===== src/rtl/pgm_gfx_ddram_resp.sv =====
// Graphics-ROM read responder: single-entry last-word cache in front of the DDR3 Avalon port.
// state     | meaning
// S_IDLE    | ready for a request; hit answers from cache, miss goes to ISSUE
// S_ISSUE   | mem_rd held until waitrequest drops
// S_WAIT    | one read outstanding, waiting for mem_dout_ready
// S_RESP    | ddram_dout_ready pulse cycle
// S_DRAIN   | waiting for the requester to drop ddram_rd
// S_DISCARD | after reset: swallow the orphaned read return
module pgm_gfx_ddram_resp #(
  parameter logic [28:0] BASE_ADDR = 29'h0300000,
  parameter int          CACHE_EN  = 1
) (
  input  logic        clk,
  input  logic        reset,
  input  logic        ddram_rd,
  input  logic [28:0] ddram_addr,
  output logic [63:0] ddram_dout,
  output logic        ddram_busy,
  output logic        ddram_dout_ready,
  input  logic        cache_inv,
  output logic [28:0] mem_addr,
  output logic [7:0]  mem_burstcnt,
  output logic        mem_rd,
  input  logic [63:0] mem_dout,
  input  logic        mem_dout_ready,
  input  logic        mem_busy
);

  typedef enum logic [2:0] {
    S_IDLE, S_ISSUE, S_WAIT, S_RESP, S_DRAIN, S_DISCARD
  } state_t;

  state_t      r_state;
  logic [28:0] r_addr;
  logic [28:0] r_tag;
  logic [63:0] r_cdata;
  logic        r_valid;
  // Tracks the memory side, so it must survive reset.
  logic        r_outstanding = 1'b0;

  logic w_hit;
  logic w_accept;

  assign w_hit        = (CACHE_EN != 0) && r_valid && (r_tag == ddram_addr) && !cache_inv;
  assign w_accept     = mem_rd && !mem_busy;
  assign mem_burstcnt = 8'd1;

  always_ff @(posedge clk) begin
    if (reset) begin
      ddram_dout       <= '0;
      ddram_dout_ready <= 1'b0;
      ddram_busy       <= 1'b1;
      mem_rd           <= 1'b0;
      mem_addr         <= '0;
      r_valid          <= 1'b0;
      // A read accepted on the reset edge is still owed a return.
      if (r_state == S_ISSUE && w_accept) begin
        r_outstanding <= 1'b1;
        r_state       <= S_DISCARD;
      end else if (r_outstanding && mem_dout_ready &&
                   (r_state == S_WAIT || r_state == S_DISCARD)) begin
        r_outstanding <= 1'b0;
        r_state       <= S_IDLE;
      end else begin
        r_state <= r_outstanding ? S_DISCARD : S_IDLE;
      end
    end else begin
      ddram_dout_ready <= 1'b0;
      if (cache_inv) r_valid <= 1'b0;

      case (r_state)
        S_IDLE: begin
          if (ddram_rd && !ddram_busy) begin
            r_addr     <= ddram_addr;
            ddram_busy <= 1'b1;
            if (w_hit) begin
              ddram_dout       <= r_cdata;
              ddram_dout_ready <= 1'b1;
              r_state          <= S_RESP;
            end else begin
              mem_rd   <= 1'b1;
              mem_addr <= ddram_addr + BASE_ADDR;
              r_state  <= S_ISSUE;
            end
          end else begin
            ddram_busy <= 1'b0;
          end
        end
        S_ISSUE: begin
          if (!mem_busy) begin
            mem_rd        <= 1'b0;
            r_outstanding <= 1'b1;
            r_state       <= S_WAIT;
          end
        end
        S_WAIT: begin
          if (mem_dout_ready) begin
            ddram_dout       <= mem_dout;
            r_cdata          <= mem_dout;
            r_tag            <= r_addr;
            r_valid          <= !cache_inv;
            r_outstanding    <= 1'b0;
            ddram_dout_ready <= 1'b1;
            r_state          <= S_RESP;
          end
        end
        S_RESP: r_state <= S_DRAIN;
        S_DRAIN: begin
          if (!ddram_rd) begin
            ddram_busy <= 1'b0;
            r_state    <= S_IDLE;
          end
        end
        S_DISCARD: begin
          if (mem_dout_ready) begin
            r_outstanding <= 1'b0;
            ddram_busy    <= 1'b0;
            r_state       <= S_IDLE;
          end
        end
        default: r_state <= S_IDLE;
      endcase
    end
  end

endmodule


===== config.mk =====
export PLATFORM = sky130hd
export DESIGN_NAME = pgm_gfx_ddram_resp
export DESIGN_NICKNAME = d
export VERILOG_FILES = /design/src/rtl/pgm_gfx_ddram_resp.sv
export SDC_FILE = /design/constraint.sdc
export NUM_CORES = 1
export LEC_CHECK = 0
export BUFFER_PORTS_ARGS = -buffer_cell sky130_fd_sc_hd__buf_4
export CORE_MARGIN = 3
export CORE_UTILIZATION = 25
export DETAILED_ROUTE_END_ITERATION = 8
export GPL_ROUTABILITY_DRIVEN = 0
export HOLD_SLACK_MARGIN = 0.03
export PLACE_DENSITY = 0.49
export SLEW_MARGIN = 20
export SYNTH_ARGS = -nofsm -noshare
export SYNTH_HDL_FRONTEND = slang
export SYNTH_SLANG_ARGS = --single-unit

===== constraint.sdc =====
create_clock -name clk -period 6.6 [get_ports clk]
set_clock_uncertainty 0.1 [all_clocks]
set_input_delay 0.33 -clock clk [delete_from_list [all_inputs] [get_ports clk]]
set_output_delay 0.33 -clock clk [all_outputs]
set_load 0.1 [all_outputs]

== After elaboration in Yosys (flattened, before gate mapping) ==
Index checks and enable logic that the tools add are counted.
Operators by class
  equal/unequal tests: 20
  reductions and logical operators: 25
  bitwise gates (word level): 2
  mux-type cells: 35
  add/sub/neg operators: 1
Operators by type and width (count)
  two-way mux 64 bit: 3
  one-hot mux 64 bit (2 select lines): 1
  adder 29 x 22 -> 29 bit, second input constant: 1
  equality test 29 bit: 1
  two-way mux 3 bit: 9
  one-hot mux 3 bit (6 select lines): 1
  two-way mux 1 bit: 16
  inequality test 3 bit, second input constant: 5
  inequality test 2 bit, second input constant: 7
  AND reduction 3 bit: 4
  AND reduction 4 bit: 3
  logical AND 1 bit: 7
  equality test 3 x 2 -> 1 bit, second input constant: 2
  equality test 3 bit, second input constant: 2
  inequality test 3 x 1 -> 1 bit, second input constant: 2
  one-hot mux 1 bit (2 select lines): 3
  nonzero test 3 bit: 2
  AND reduction 5 bit: 1
  nonzero test 2 bit: 2
  equality test 3 x 1 -> 1 bit, second input constant: 1
  logical NOT 1 bit: 3
  logical NOT 3 bit: 1
  one-hot mux 1 bit (3 select lines): 1
  two-way mux 2 bit: 1
  other kinds (3): 4
Word-level totals
  register bits: 223
  bits of input ports: 99
  output and inout port bits: 104
  logic and storage cells: 94

== Longest topological paths before layout ==
  depth in word-level cells: 7
  gate-level depth with buffers: 8
  mapped depth without buffers: 7

== Worst setup path before layout ==
OpenSTA, ideal clock, no wires.
  kind: input port to flip-flop
  start point: input port reset
  end point: register r_cdata[0], enable pin
  data required time: 5955 ps
  buffers on the path: 3
  stages: 4
  slack: 1178 ps
  data arrival time: 4776 ps
  cells stage by stage: buf_2 > clkbuf_1 > buf_1 > nor2_1
On the way
  cells in the longest elaborated chain, start to end: 2
Ends and longest elaborated chain
  start, declared: line 14  | input logic reset,
  NOT 1 bit (no line)
  AND reduction 3 bit (no line)
  end signal, assigned: line 99  | r_cdata <= mem_dout;
  end, declared: line 36  | logic [63:0] r_cdata;
Every way passes these cells.
A chain may end at the register's enable or synchronous reset.

== Worst setup path in the final report ==
  start point: register r_state[0]
  end point: register ddram_dout[24]
On the way
  cells in the longest elaborated chain, start to end: 3
  elaborated cells between the ends (all ways): 8
  classes of those cells: eq/ne: 4; mux: 1; reduce/logical: 3
Ends and longest elaborated chain
  start, declared: line 33  | state_t r_state;
  start signal, assigned: line 65  | r_state <= r_outstanding ? S_DISCARD : S_IDLE;
  equality test 3 x 2 -> 1 bit / logical NOT 3 bit (equally long branches): line 71  | case (r_state)
  inequality test 2 bit (no line) / nonzero test 2 bit (equally long branches)
  AND reduction 4 bit (no line)
  end signal, assigned: line 77  | ddram_dout <= r_cdata;
  end signal, assigned: line 98  | ddram_dout <= mem_dout;
  end, declared: line 17  | output logic [63:0] ddram_dout,
Parallel ways exist; a longest one is shown, timed or not.

==> results.tsv <==
stage	metric	value	unit
run_status	status	completed	
clock_network	Clk Latency, worst-skew pair	0.53	ns
synthesis	dominant cell type by area after synthesis	edfxtp_1	
critical_path	Crit path arrival time	3.77	ns
synthesis	top cells by count, synth	126 x edfxtp_1, 97 x dfxtp_1, 92 x mux2i_1	
run	Max Cap Viol	0	
critical_path	Setup CP Type	register to register	
clock_network	clk buf depth	3	
pwr	clock network power share	26.5	%
floorplan	Initial Utilization	25.7	%
pwr	total power	0.00522	W
final_layout	fin util	35.9	%
floorplan	IO Pins	203	
critical_path	Setup crit end	ddram_dout[24]	
hold_path	min-delay worst type	primary input to register	
sta	Hold Vio Cnt, Final	0	
sta	RSZ-0062 raised after global routing	no	
critical_path	Reg-to-Reg End	ddram_dout[24]	
critical_path	Crit Path Max Fanout	65	
pwr	PwrDens	416	nW/µm²
drt	vias per cell	4.35	
floorplan	Die ar.	38200	µm²
final_layout	Register Area	5730	µm²
final_layout	layout cells sized above 1	32.9	%
floorplan	die width	196	µm
critical_path	worst endpoint required time	6.87	ns
drt	per-cell routed wire length	17.0	µm
sta	Final Cycle Share	53.0	%
synthesis	top cells by area, synth	edfxtp_1 42%, dfxtp_1 22%, mux2i_1 10%	
synthesis	Syn Area/Cell	14.0	µm²
synthesis	ys flop type	edfxtp_1	
synthesis	fraction of registers with async set or reset after synthesis	0	%
synthesis	top cell type's share of synthesized area	42.1	%
sta	crit path time final	3.50	ns
synthesis	FF+latch count, synth	223	
final_layout	FILL cells	3398	
clock_network	CTS Sinks	223	
final_layout	# nets final	1019	
floorplan	Site Rows	68	
pwr	worst vdd ir	0.000337	V
pwr	Reg power frac	34.1	%
sta	setup TNS	0	ns
synthesis	Synth warnings	0	
critical_path	Critical R2R Launch	r_state[0]	
global_route	gr usage total	11.9	%
synthesis	Post-synth EDFFs	126	
drt	drt drc	0	
clock_network	CTS Buf Count	26	
critical_path	crit path from	r_state[0]	
synthesis	sequential-to-total area share from yosys stat	63.8	%
floorplan	Core ar.	35000	µm²
clock_network	CTS resizes	0	
place	port bufs	194	
pwr	power share of the combinational group	39.4	%
sta	final setup violation count	0	
sta	Slew HR	46.4	%
final_layout	area added between synthesis and finish	39.7	%
pwr	Int Power	0.00303	W
drt	Antenna Nets Post-Route	0	
critical_path	worst r2r path cells	8	
synthesis	distinct cell type count after synthesis	43	
pwr	leakage power	4.71	nW
global_route	GR Overflow Total	0	
critical_path	Worst Setup End Kind	register	
sta	Tightest Pin Transition	0.804	ns
pwr	net switching power	0.00220	W
sta	worst hold slack	0.0921	ns
clock_network	clk root buf	clkbuf_16	
synthesis	most frequent cell after synthesis	edfxtp_1	
pwr	switching share of power	42.1	%
clock_network	Post-CTS Setup Bufs	0	
drt	DR pass1 iterations	4	
clock_network	CTS tree	built	
clock_network	CTS clock-pin slew for the worst setup and hold paths	0.06	ns
critical_path	R2R Setup Slk	3.10	ns
drt	Initial DRC Count	231	
sta	Slew Limit Fails	0	
sta	Fmax achieved	286	MHz
drt	total number of vias	6068	
clock_network	Post-CTS Hold Fix Bufs	94	
critical_path	CP Launch Type	register	
final_layout	footprint of the multi-input gates	2930	µm²
floorplan	die height	196	µm
global_route	antenna violations before repair	2	
drt	WL final	23800	µm
global_route	first-pass GRT wire length	36800	µm
synthesis	Post-Syn Area	8980	µm²
global_route	vias in the first global route	6462	
clock_network	# H-tree levels	1	
place	Detail Placement HPWL	15000	µm
global_route	largest net degree at the start of global routing	66	
synthesis	Mapped Cells	641	
## power groups by stage
| stage | Combinational (W) | Clock, W | Sequential (W) |
|---|---|---|---|
| 5_1_grt | 0.00217 | 0.00149 | 0.00180 |
| 4_1_cts | 0.00208 | 0.00144 | 0.00178 |
| 3_3_place_gp | 0.00203 | 0 | 0.00181 |
| 3_5_place_dp | 0.00203 | 0 | 0.00181 |
| 6_report | 0.00206 | 0.00139 | 0.00178 |
| 2_1_floorplan | 0.000791 | 0 | 0.00265 |
## state kept, by name (all words and copies together), names as in the netlist
register	cells
r_addr	29
mem_addr	29
ddram_busy	1
r_outstanding	1
ddram_dout_ready	1
r_cdata	64
ddram_dout	64
r_tag	29
r_state	3
mem_rd	1
r_valid	1
## kinds of logic after synthesis
logic type,Yosys count,synth area share (%)
DFF,223,63.8
and+or+nand+nor,75,3.94
muxes,92,10.3
AOI/OAI and AO/OA,151,13.9
adders and majority gates,1,0.139
other,2,0.0836
buffers and inverters,61,4.36
xor gates and xnor gates,36,3.51
## metal layers
| layer | GRT usage, % | vias to the layer above | routed length [µm] |
|---|---|---|---|
| li1 | - | 2943 | - |
| met1 | 15.9 | 2916 | 10800 |
| met2 | 19.3 | 175 | 10700 |
| met3 | 3.38 | 32 | 1850 |
| met4 | 2.43 | 2 | 323 |
| met5 | 0 | - | 20 |
## through the flow
| stage | instance area, µm² | cells | setup WS (ns) |
|---|---|---|---|
| 3_5_place_dp | 10800 | 1252 | 3.05 |
| 3_3_place_gp | 10800 | 1252 | 3.06 |
| 4_1_cts | 12500 | 1394 | 3.03 |
| 5_1_grt | 12500 | 1395 | 2.87 |
| 2_1_floorplan | 9000 | 647 | 1.18 |
| 6_report | 12500 | 1395 | 3.10 |
## worst max-delay path, stage by stage (launching register included)
cell and delay [ns]:
edfxtp_1 0.54, inv_1 0.17, nand4b_1 0.16, or2_2 0.33, nand2_2 0.06, buf_4 0.54
and2_4 0.76, buf_4 0.48, a211oi_2 0.12
## final cells by class
type                            count  area share, %
Multi-Input combinational cell    363           23.3
Antenna cell                        1         0.0199
Clock buffer                       44           6.13
Clock inverter                      4          0.399
Tap cell                          455           4.54
Inverter                            6          0.179
Timing Repair Buffer              299           19.8
Sequential cell                   223           45.6
## worst min-delay path by stage
stage                              start         to  slack (ns)  cells past startpoint
final                     mem_dout_ready    r_valid        0.09                      3
after global routing      mem_dout_ready    r_valid        0.08                      3
after CTS                 mem_dout_ready    r_valid        0.05                      3
after detailed placement      r_addr[27]  r_tag[27]        0.30                      0
after global placement         r_addr[9]   r_tag[9]        0.30                      0
after floorplan                r_addr[0]   r_tag[0]        0.30                      0
## placed cells by master (no fill, tap or decap), drive strengths merged, types with 3 or more instances in the layout
cell type	instances
xnor2	4
clkbuf	44
nand4	3
nand3	3
a21oi	68
buf	205
a211oi	65
inv	6
conb	8
o21ai	6
dlygate4sd3	94
nor2	38
xor2	32
nand2	9
nor3	4
edfxtp	126
mux2i	92
or2	3
nor4	8
dfxtp	97
Note: power is estimated with default switching activity, not from simulation.
